## src/rtl/rtc_alarm_ctrl.sv

```systemverilog
// HH:MM:SS real-time clock with alarm, button-driven set/alarm mode FSM,
// on-chip debouncing and a multiplexed 6-digit seven-segment display.
module rtc_alarm_ctrl #(
  parameter int CLK_HZ   = 100,
  parameter int SCAN_DIV = 4,
  parameter int DEBOUNCE = 4
) (
  input  logic       clk_i,
  input  logic       rst_i,
  input  logic       btnl_i,
  input  logic       btnr_i,
  input  logic       btnu_i,
  input  logic       btnd_i,
  input  logic       alarm_en_i,
  output logic [7:0] led7_seg_o,
  output logic [7:0] led7_an_o,
  output logic       alarm_o,
  output logic [2:0] mode_o
);

  localparam int PRE_W = (CLK_HZ > 1) ? $clog2(CLK_HZ) : 1;
  localparam int HALF  = (CLK_HZ / 2 > 1) ? CLK_HZ / 2 : 1;
  localparam int BLK_W = (HALF > 1) ? $clog2(HALF) : 1;
  localparam int SCN_W = (SCAN_DIV > 1) ? $clog2(SCAN_DIV) : 1;
  localparam int DB_W  = (DEBOUNCE > 1) ? $clog2(DEBOUNCE) : 1;

  typedef enum logic [2:0] {
    RUN   = 3'd0,
    SET_H = 3'd1,
    SET_M = 3'd2,
    SET_S = 3'd3,
    AL_H  = 3'd4,
    AL_M  = 3'd5
  } mode_t;

  function automatic mode_t mode_fwd(input mode_t m);
    case (m)
      RUN:     return SET_H;
      SET_H:   return SET_M;
      SET_M:   return SET_S;
      SET_S:   return AL_H;
      AL_H:    return AL_M;
      default: return RUN;
    endcase
  endfunction

  function automatic mode_t mode_bwd(input mode_t m);
    case (m)
      RUN:     return AL_M;
      SET_H:   return RUN;
      SET_M:   return SET_H;
      SET_S:   return SET_M;
      AL_H:    return SET_S;
      AL_M:    return AL_H;
      default: return RUN;
    endcase
  endfunction

  // +1/-1 modulo m with no carry out.
  function automatic logic [5:0] step_mod(input logic [5:0] v, input logic [5:0] m,
                                          input logic up);
    if (up) return (v == m - 6'd1) ? 6'd0 : v + 6'd1;
    else    return (v == 6'd0) ? m - 6'd1 : v - 6'd1;
  endfunction

  function automatic logic [3:0] tens(input logic [5:0] v);
    return 4'(v / 6'd10);
  endfunction

  function automatic logic [3:0] units(input logic [5:0] v);
    return 4'(v % 6'd10);
  endfunction

  function automatic logic [6:0] seg_enc(input logic [3:0] d);
    case (d)
      4'd0:    return 7'h40;
      4'd1:    return 7'h79;
      4'd2:    return 7'h24;
      4'd3:    return 7'h30;
      4'd4:    return 7'h19;
      4'd5:    return 7'h12;
      4'd6:    return 7'h02;
      4'd7:    return 7'h78;
      4'd8:    return 7'h00;
      4'd9:    return 7'h10;
      default: return 7'h7F;
    endcase
  endfunction

  // Bit order everywhere: [3]=right, [2]=left, [1]=up, [0]=down.
  logic [3:0]      raw, sync1, sync2, level, press;
  logic [DB_W-1:0] db_cnt [4];

  assign raw = {btnr_i, btnl_i, btnu_i, btnd_i};

  always_ff @(posedge clk_i or posedge rst_i) begin
    if (rst_i) begin
      sync1 <= '0;
      sync2 <= '0;
      level <= '0;
      for (int i = 0; i < 4; i++) db_cnt[i] <= '0;
    end else begin
      sync1 <= raw;
      sync2 <= sync1;
      for (int i = 0; i < 4; i++) begin
        if (sync2[i] == level[i]) begin
          db_cnt[i] <= '0;
        end else if (db_cnt[i] == DB_W'(DEBOUNCE - 1)) begin
          level[i]  <= sync2[i];
          db_cnt[i] <= '0;
        end else begin
          db_cnt[i] <= db_cnt[i] + DB_W'(1);
        end
      end
    end
  end

  // Pulse on the cycle the rising level is accepted, so it lands with the level update.
  always_comb begin
    for (int i = 0; i < 4; i++)
      press[i] = sync2[i] & ~level[i] & (db_cnt[i] == DB_W'(DEBOUNCE - 1));
  end

  mode_t state, state_n;
  logic  do_up, do_dn;

  always_ff @(posedge clk_i or posedge rst_i) begin
    if (rst_i) state <= RUN;
    else       state <= state_n;
  end

  always_comb begin
    state_n = state;
    do_up   = 1'b0;
    do_dn   = 1'b0;
    case (state)
      RUN, SET_H, SET_M, SET_S, AL_H, AL_M: begin
        if (press[3])      state_n = mode_fwd(state);
        else if (press[2]) state_n = mode_bwd(state);
        else if (press[1]) do_up   = 1'b1;
        else if (press[0]) do_dn   = 1'b1;
      end
      default: state_n = RUN;
    endcase
  end

  assign mode_o = state;

  logic [PRE_W-1:0] pre;
  logic             tick;
  logic [4:0]       hour, al_hour, hr_n, alh_n;
  logic [5:0]       minute, second, al_min, min_n, sec_n, alm_n;

  assign tick = (state == RUN) && (pre == PRE_W'(CLK_HZ - 1));

  always_comb begin
    sec_n = second;
    min_n = minute;
    hr_n  = hour;
    alh_n = al_hour;
    alm_n = al_min;
    if (tick) begin
      if (second == 6'd59) begin
        sec_n = '0;
        if (minute == 6'd59) begin
          min_n = '0;
          hr_n  = (hour == 5'd23) ? 5'd0 : hour + 5'd1;
        end else begin
          min_n = minute + 6'd1;
        end
      end else begin
        sec_n = second + 6'd1;
      end
    end
    if (do_up || do_dn) begin
      case (state)
        SET_H:   hr_n  = 5'(step_mod({1'b0, hour}, 6'd24, do_up));
        SET_M:   min_n = step_mod(minute, 6'd60, do_up);
        SET_S:   sec_n = step_mod(second, 6'd60, do_up);
        AL_H:    alh_n = 5'(step_mod({1'b0, al_hour}, 6'd24, do_up));
        AL_M:    alm_n = step_mod(al_min, 6'd60, do_up);
        default: ;
      endcase
    end
  end

  // Prescaler idles at zero outside RUN, so re-entering RUN starts a full second.
  always_ff @(posedge clk_i or posedge rst_i) begin
    if (rst_i) begin
      pre     <= '0;
      hour    <= '0;
      minute  <= '0;
      second  <= '0;
      al_hour <= '0;
      al_min  <= '0;
      alarm_o <= 1'b0;
    end else begin
      pre     <= (state != RUN || tick) ? '0 : pre + PRE_W'(1);
      hour    <= hr_n;
      minute  <= min_n;
      second  <= sec_n;
      al_hour <= alh_n;
      al_min  <= alm_n;
      if ((|press) || !alarm_en_i || state != RUN)
        alarm_o <= 1'b0;
      else if (tick && sec_n == 6'd0)
        alarm_o <= (hr_n == al_hour) && (min_n == al_min);
    end
  end

  logic [SCN_W-1:0] sdiv;
  logic [2:0]       idx;
  logic [BLK_W-1:0] bcnt;
  logic             blink;

  always_ff @(posedge clk_i or posedge rst_i) begin
    if (rst_i) begin
      sdiv  <= '0;
      idx   <= '0;
      bcnt  <= '0;
      blink <= 1'b0;
    end else begin
      if (sdiv == SCN_W'(SCAN_DIV - 1)) begin
        sdiv <= '0;
        idx  <= (idx == 3'd5) ? 3'd0 : idx + 3'd1;
      end else begin
        sdiv <= sdiv + SCN_W'(1);
      end
      if (bcnt == BLK_W'(HALF - 1)) begin
        bcnt  <= '0;
        blink <= ~blink;
      end else begin
        bcnt <= bcnt + BLK_W'(1);
      end
    end
  end

  logic       show_al, sel, blank;
  logic [5:0] d_hr, d_min;
  logic [3:0] dval;
  logic [7:0] seg_n;

  always_comb begin
    show_al = (state == AL_H) || (state == AL_M);
    d_hr    = show_al ? {1'b0, al_hour} : {1'b0, hour};
    d_min   = show_al ? al_min : minute;
    case (idx)
      3'd0:    dval = units(second);
      3'd1:    dval = tens(second);
      3'd2:    dval = units(d_min);
      3'd3:    dval = tens(d_min);
      3'd4:    dval = units(d_hr);
      default: dval = tens(d_hr);
    endcase
    case (state)
      SET_H, AL_H: sel = (idx == 3'd4) || (idx == 3'd5);
      SET_M, AL_M: sel = (idx == 3'd2) || (idx == 3'd3);
      SET_S:       sel = (idx == 3'd0) || (idx == 3'd1);
      default:     sel = 1'b0;
    endcase
    blank = (show_al && idx < 3'd2) || (blink && sel);
    seg_n = blank ? 8'hFF : {1'b1, seg_enc(dval)};
    if (idx == 3'd2 || idx == 3'd4) seg_n[7] = 1'b0;
  end

  // Display register stage: anode and segments leave together, one cycle behind idx.
  always_ff @(posedge clk_i or posedge rst_i) begin
    if (rst_i) begin
      led7_an_o  <= 8'hFE;
      led7_seg_o <= 8'hC0;
    end else begin
      led7_an_o  <= ~(8'd1 << idx);
      led7_seg_o <= seg_n;
    end
  end

endmodule

```

## config.mk

```make
export PLATFORM = sky130hd
export DESIGN_NAME = rtc_alarm_ctrl
export DESIGN_NICKNAME = d
export VERILOG_FILES = /design/src/rtl/rtc_alarm_ctrl.sv
export SDC_FILE = /design/constraint.sdc
export NUM_CORES = 1
export LEC_CHECK = 0
export ABC_CLOCK_PERIOD_IN_PS = 4920
export BUFFER_PORTS_ARGS = -buffer_cell sky130_fd_sc_hd__buf_2
export CAP_MARGIN = 0
export CORE_MARGIN = 8
export CORE_UTILIZATION = 45
export CTS_BUF_LIST = sky130_fd_sc_hd__clkbuf_2
export DETAILED_ROUTE_END_ITERATION = 8
export PLACE_DENSITY = 0.67
export SLEW_MARGIN = 20
export SYNTH_ARGS = -nofsm -noshare
export SYNTH_HDL_FRONTEND = slang
export SYNTH_SLANG_ARGS = --single-unit
```

## constraint.sdc

```tcl
create_clock -name clk_i -period 4.92 [get_ports clk_i]
set_input_delay 0.246 -clock clk_i [delete_from_list [all_inputs] [get_ports clk_i]]
set_output_delay 0.246 -clock clk_i [all_outputs]
set_load 0.1 [all_outputs]
```

# Yosys cells after proc, flatten, opt, wreduce, memory -nomap -nowiden
# Memory sizes are Yosys's and may differ from the RTL's.
# Index checks and enable logic that the tools add are counted.
# totals
ff_bits	87
romBits	112
in_bits	7
output_inout_bits	20
wordCells	197
memories	1
# mem_list
memory	words	word_bits	read_ports	rd_clocked_by_memory_dff	write_ports	line_no	source
(no name shown)	16	7	1	0	0	75	case (d)
# op_classes
add_sub_neg	19
n_div	6
order_cmp	1
eq_ne	29
shifts	1
mux	62
bitwise_logic	18
n_reduce_logical	36
# ops
operator	count
two-way mux 6 bit	18
two-way mux 5 bit	13
one-hot mux 3 bit (5 select lines)	2
adder 6 x 1 -> 6 bit, second input constant	4
== test 6 bit, second input constant	4
zero test 6 bit	4
one-hot mux 4 bit (5 select lines)	1
divider 6 x 4 -> 6 bit, second input constant	3
remainder unit 6 x 4 -> 6 bit, second input constant	3
two-way mux 2 bit	9
subtractor 6 x 1 -> 6 bit, second input constant	3
adder 5 x 1 -> 5 bit, second input constant	3
two-way mux 7 bit	2
== test 3 x 2 -> 1 bit, second input constant	4
== test 3 bit, second input constant	4
two-way mux 1 bit	12
two-way mux 3 bit	4
AND reduction 2 bit	6
adder 2 x 1 -> 2 bit, second input constant	5
== test 2 bit, second input constant	5
== test 5 bit, second input constant	2
zero test 5 bit	2
logical OR 1 bit	10
subtractor 5 x 1 -> 5 bit, second input constant	2
22 further kinds	47

# Depth between registers and ports, before layout
# Gate-level depths: netlist of the first run.
# logic_depth
word_depth	14
mapped_depth	18
mapped_depth_nobuf	15

# Worst setup path after synthesis of the first run
# No wires, ideal clock.
# synth_timing
path_type	register to register
from	register state[1], in the netlist mode_o[1]
to	register led7_seg_o[4]
setup_time_ns	0.103
arrival_time_ns	4.356
required_time_ns	4.817
path_slack_ns	0.461
path_stages_with_launch	18
path_buffers	3
period_less_slack_ns	4.459
path_cell_list	dfrtp_1 -> nand2b_2 -> buf_6 -> mux2_4 -> a221oi_4 -> inv_2 -> buf_6 -> ha_1 -> buf_1 -> and4_1 -> a311oi_2 -> and3_1 -> o41ai_4 -> inv_1 -> ha_1 -> inv_1 -> nor3b_1 -> o41ai_2
# synth_via
elab_chain_cells	7
elab_cells_between_ends	21
classes_between	4 x div; 5 x eq/ne; 5 x mux; 6 x reduce/logical; 1 x memory
# synth_lines
element	line_no	source
start, declared	124	mode_t state, state_n;
start signal, assigned	129	else state <= state_n;
== test 3 bit	244, 255	
logical OR 1 bit	244	show_al = (state == AL_H) || (state == AL_M);
two-way mux 5 bit or two-way mux 6 bit (tied branches)	245, 246	
divider 6 x 4 -> 6 bit or remainder unit 6 x 4 -> 6 bit (tied branches)	67, 71	
one-hot mux 4 bit (5 select lines)	247	case (idx)
memory (16 x 7 bit)	-	
two-way mux 7 bit *	262	seg_n = blank ? 8'hFF : {1'b1, seg_enc(dval)};
via seg_n[4]	241	logic [7:0] seg_n;
end signal, assigned	273	led7_seg_o <= seg_n;
end, declared	15	output logic [7:0] led7_seg_o,
# The timed path passes the listed nets; every way through them passes the cells marked *.
# A chain may end at the register's enable or synchronous reset.

# Final worst setup path of the first run
# Ends and elaborated chain as after synthesis.

==> run metrics, run 1 <==
cell types with the largest area share after synthesis=dfrtp_1 32%, ha_1 6.9%, nand2_1 4.3%; Detailed Route WL=14.8 mm; initial cell density of the core=46.1%; clock root buffer=clkbuf_2; sequential-to-total area share from yosys stat=35.7%; Final setup violation count=0; Max-Slew Margin vs Limit=44.5%; count of warnings emitted by yosys=0; number of routed nets with antenna violations=0; final-layout worst hold slack=75.9 ps; most frequent cells after synthesis=78 x dfrtp_1, 70 x nand2_1, 51 x nor2_1; NumNets Final=748; number of levels in the clock H-tree=3; Worst-Skew Late Latency=620 ps; top cell type's share of synthesized area=31.8%; kind of end point of the critical path=flip-flop; input/output buffers=26; Switching Share=a little under half; Row Count=between 40 and 50; Max FO, Critical Path=13; Setup TNS Final=0 ps; gr usage total=16.9%; proportion of layout cells with a drive suffix above 1=~13%; drt first-iter violations=~360; TritonCTS clock tree=built; cell count after synthesis=705; data required time at the worst endpoint=5430 ps; post-DP HPWL=approximately 11 mm; setup repair after global routing missed its margin=false; Final Max Tran Viols=0; routability congestion estimate from global placement=0.936; Worst path max stage delay=approximately 600 ps; First-pass DRT Iterations=5; most numerous cell in the Yosys netlist=dfrtp_1; class of the most critical setup path=reg -> reg; detail-routed net length per standard cell=about 17 um; core region area=between 10000 and 15000 sq um; count of flip-flops with a built-in enable after synthesis=0; combined area of all synthesized cells=slightly above 6000 sq um; number of buffers between clock root and the deepest sink=2; internal portion of total power=1.51 mW; Leak=2.70 nW; P_sw=1.37 mW; signed area change from the synthesized netlist to the final layout=5.77%; final hold violation count=0; worst setup skew after layout=54.6 ps; CP Cell Sequence=nand2b_2, mux2_2, a221oi_4, inv_2, ha_1, and4_1, a311oi_2, and3_1, o41ai_4, inv_1, ha_1, inv_1, nor3b_1, o41ai_2; final global-route overflow total=0; flop and latch count out of synthesis=87; Die Wd=133 um; antenna violations before repair=0; cell with the largest stage delay on the worst path=dfrtp_1; die outline area=17600 sq um; Via Count=5281; endpoint arrival time on the critical path=between 4000 and 5000 ps; clock buffers created by TritonCTS=9; share of flip-flops with an asynchronous set or reset=100%; Peak VDD IR=roughly 0.23 mV; wire length of the first global-routing pass=between 20 and 25 mm; run status=complete, no violations; synthesized netlist net count=~750; final standard cell area without fillers=between 6000 and 7000 sq um; final period demand of the worst path=around 4400 ps; CTS clk-pin slew, worst paths=240 ps; via-per-instance ratio=5.95; maximum number of pins on one net before global-route repair=57; kind of start point of the critical path=flip-flop; cell accounting for the most synthesized area=dfrtp_1; fmax=230 MHz; die boundary height=133 um; Area after DPL=6330 sq um; total power divided by cell area=444 nW/um^2; vias in the first global route=just over 5000; Clk pwr share=between 10% and 20%; average size of a mapped cell=8.70 sq um; I/O pins=27; slew at the pin closest to its max-slew limit=829 ps; Hold Crit Class=in -> reg; final core utilization=48.8%; share of total power in combinational logic=49.3%; Primary FF master, synth=dfrtp_1; number of buffers inserted to repair setup after CTS=0; CTS sink count=87; remaining routing DRC violations=0; # diodes=0; sequential fraction of design power=37.8%; period utilisation layout=88.5%; maxcap violations=0; distinct cell type count after synthesis=89
==> registers in the layout (all words and copies together), names as in the netlist <==
signal	cells
al_min	6
sync2	4
bcnt	6
led7_an_o	8
level	4
pre	7
db_cnt	8
second	6
minute	6
mode_o	3
sdiv	2
blink	1
al_hour	5
sync1	4
idx	3
led7_seg_o	8
alarm_o	1
hour	5
==> path summary, 6_finish.rpt <==
kind | start | to | slack, ps | cells past startpoint
min in group asynchronous | rst_i | al_hour[0] | 150 | 3
max in group asynchronous | rst_i | minute[2] | 3640 | 4
worst max-delay path | mode_o[1] | led7_seg_o[4] | 560 | 14
worst max register to register | mode_o[1] | led7_seg_o[4] | 560 | 14
worst min-delay path | alarm_en_i | alarm_o | 80 | 4
worst min register to register | sync1[2] | sync2[2] | 380 | 0
==> cell usage in the layout, fill, tap and decap left out, types with 10 or more instances in the layout <==
master / count
a31oi_1: 10
nor3_1: 28
a21oi_1: 34
nand3_1: 34
nand2_1: 70
o21ai_0: 41
nor2b_1: 11
inv_1: 39
clkbuf_2: 12
nor2_1: 51
xnor2_1: 23
dfrtp_1: 78
ha_1: 34
buf_2: 26
==> through the flow <==
stage                     std cells  worst slack, ps  power (mW)
final                           888              564        2.88
after global routing            888              266        3.10
after CTS                       888              581        2.89
after detailed placement        867              618        2.51
after global placement          867              807        2.46
after floorplan                 705              461        2.22
==> power groups by stage <==
stage / sequential [mW] / clock (mW) / combinational, mW
floorplan: 1.14 / 0 / 1.08
global placement: 1.09 / 0 / 1.37
detailed placement: 1.10 / 0 / 1.41
CTS: 1.08 / 0.387 / 1.42
global route: 1.12 / 0.412 / 1.57
finish: 1.09 / 0.372 / 1.42
==> worst max-delay path: cells and delay by family (launching register included) <==
family	cells	cell delay [ps]
buffers and inverters	3	430
and+or+nand+nor	4	900
adders and majority gates	2	730
DFF	1	610
muxes	1	430
AOI/OAI and AO/OA	4	1200
==> cell type report <==
| cell class | instances | area (sq um) |
|---|---|---|
| clock buffers | 12 | 60.1 |
| inverters | 41 | 155 |
| fillers | 1254 | 6810 |
| repair buffers | 36 | 218 |
| well taps | 176 | 220 |
| multi-input cells | 532 | 3600 |
| flip-flops and latches | 87 | 2190 |
| clock inverters | 4 | 48.8 |
==> metal layers <==
layer  vias to the layer above  global-route usage, %  part of all wire (%)  wire length, um
met1                      2542                   21.3                    46             6810
met4                         0                   8.08                   2.6              385
met3                        30                   3.41                   4.7              699
li1                       2576                      -                     -                -
met2                       133                   27.1                    47             6890
met5                         -                      0                     0                0
==> repair_timing <==
item                      in CTS  in global routing
hold buffers                   5                  0
hold endpoints to repair      35                  0
gates resized for setup        0                  0
==> kinds of logic (layout without fill, tap and decap cells) <==
group,Yosys count,count (layout),synth area share (%)
AND/OR/NAND/NOR,251,251,20.2
XOR/XNOR,31,31,4.43
flip-flops,87,87,35.7
AO/OA/AOI/OAI,200,200,24.3
multiplexers,15,15,2.63
buffers and inverters,86,93,5.67
adder cells (fa/ha/maj),35,35,7.10
(Power assumes the default switching activity.)
==> inputs of run 2 (changes only) <==
CTS_BUF_LIST = not set   (was sky130_fd_sc_hd__clkbuf_2)
SETUP_SLACK_MARGIN = 0.5   (was not set)
==> run 2 against run 1 <==
The flow now finishes with violations (negative hold slack). Sequential cell count unchanged. Non-clock buffer count down 3. Wire length up 2.2%. Die area unchanged. First-iteration DRC count increased by 52%. Largest cell class unchanged.
==> run metrics, run 2 (same netlist as run 1, synthesis figures left out) <==
die outline area=roughly 18000 sq um; # diodes=0; die boundary height=133 um; Max FO, Critical Path=13; antenna violations before repair=0; sequential fraction of design power=33.8%; clock buffers created by TritonCTS=9; P_sw=1.43 mW; class of the most critical setup path=reg -> reg; NumNets Final=745; endpoint arrival time on the critical path=4420 ps; proportion of layout cells with a drive suffix above 1=13.1%; failing checks=negative hold slack; remaining routing DRC violations=0; Final Max Tran Viols=0; final-layout worst hold slack=-12.0 ps; Worst-Skew Late Latency=350 ps; Row Count=42; Hold Crit Class=in -> async; total power divided by cell area=around 480 nW/um^2; worst setup skew after layout=roughly 14 ps; gr usage total=roughly 17%; First-pass DRT Iterations=5; routability congestion estimate from global placement=0.963; number of routed nets with antenna violations=0; core region area=roughly 13000 sq um; fmax=240 MHz; wire length of the first global-routing pass=25.7 mm; slew at the pin closest to its max-slew limit=768 ps; I/O pins=27; vias in the first global route=between 5000 and 6000; drt first-iter violations=546; CTS sink count=87; Setup Slack @ Placement=680 ps; kind of start point of the critical path=flip-flop; internal portion of total power=1.80 mW; r2r worst-path depth=14; Peak VDD IR=0.273 mV; most frequent cells in the layout=76 x dfrtp_1, 70 x nand2_1, 51 x nor2_1; period utilisation layout=84.7%; Switching Share=44.2%; number of levels in the clock H-tree=3; PnR worst setup slack=around 750 ps; initial cell density of the core=roughly 46%; clock root buffer=clkbuf_16; setup repair after global routing missed its margin=false; data required time at the worst endpoint=5170 ps; number of buffers between clock root and the deepest sink=2; via-per-instance ratio=6.06; most frequent standard cell in the layout excluding fill and tap cells=dfrtp_1; Max-Slew Margin vs Limit=between 40% and 50%; run status=complete, but fails checks; Via Count=5363; Clk pwr share=22.2%; endpoint of the most critical register-to-register path=led7_seg_o[4]; Die Wd=133 um; signed area change from the synthesized netlist to the final layout=8.86%; maxcap violations=0; final global-route overflow total=0; final period demand of the worst path=4170 ps; startpoint of the most critical register-to-register path=mode_o[1]; Final setup violation count=0; Setup TNS Final=0 ps; kind of end point of the critical path=flip-flop; CTS clk-pin slew, worst paths=roughly 80 ps; final hold violation count=23; maximum number of pins on one net before global-route repair=49; worst reg2reg setup slack=750 ps; post-DP HPWL=10.9 mm; largest registers in the final layout=db_cnt (8), led7_an_o (8), led7_seg_o (8); input/output buffers=26; Detailed Route WL=15.1 mm; Leak=~2.8 nW; share of total power in combinational logic=44.0%; TritonCTS clock tree=built; detail-routed net length per standard cell=around 17 um
[run 2: power by group through the flow]
stage	sequential, mW	combinational (mW)	clock, mW
global placement	1.09	1.36	0
detailed placement	1.09	1.40	0
floorplan	1.14	1.08	0
global route	1.12	1.58	0.749
CTS	1.08	1.41	0.728
finish	1.09	1.42	0.715
[run 2: through the flow]
stage	power, mW	util (%)	instances	instance area, sq um
floorplan	2.22	-	705	6130
global placement	2.45	47.6	867	6330
detailed placement	2.50	47.6	867	6330
CTS	3.23	50.1	885	6660
global route	3.45	50.2	885	6680
finish	3.23	50.2	885	6680
[run 2: routing by layer]
layer	vias up	global-route usage [%]	part of all wire [%]
li1	2576	-	-
met1	2593	22.6	46
met2	171	28.5	48
met3	23	2.84	4.7
met4	0	6.44	1.9
met5	-	0	0
[run 2: how the worst max path moves through the flow]
stage,startpoint,to,cells past startpoint
after floorplan,mode_o[2],led7_seg_o[4],17
after global placement,mode_o[2],led7_seg_o[4],14
after detailed placement,mode_o[2],led7_seg_o[4],14
after CTS,mode_o[2],led7_seg_o[4],14
after global routing,mode_o[1],led7_seg_o[4],14
final,mode_o[1],led7_seg_o[4],14
[run 2: worst max-delay path, cell delays in order, from the launching register on]
cell and delay [ps]:
dfrtp_2 490, nand2b_4 260, mux2_2 400, a221oi_4 440, inv_2 190, ha_1 480, and4_1 250, a311oi_2 60
and3_1 240, o41ai_4 370, inv_1 190, ha_1 260, inv_1 60, nor3b_1 50, o41ai_2 310
[run 2: timing repair]
action                                  4_1_cts  5_1_grt
resized for setup                             0        4
hold endpoints to repair                      2        0
hold buffers                                  2        0
buffers inserted                              0        0
endpoints found under the setup margin        0        7
[run 2: layout make-up]
class                           instances  area (sq um)
Clock buffer                           10           239
Sequential cell                        87          2190
Fill cell                            1211          6620
Timing Repair Buffer                   33           188
Multi-Input combinational cell        532          3610
Clock inverter                          6          68.8
Tap cell                              176           220
Inverter                               41           155
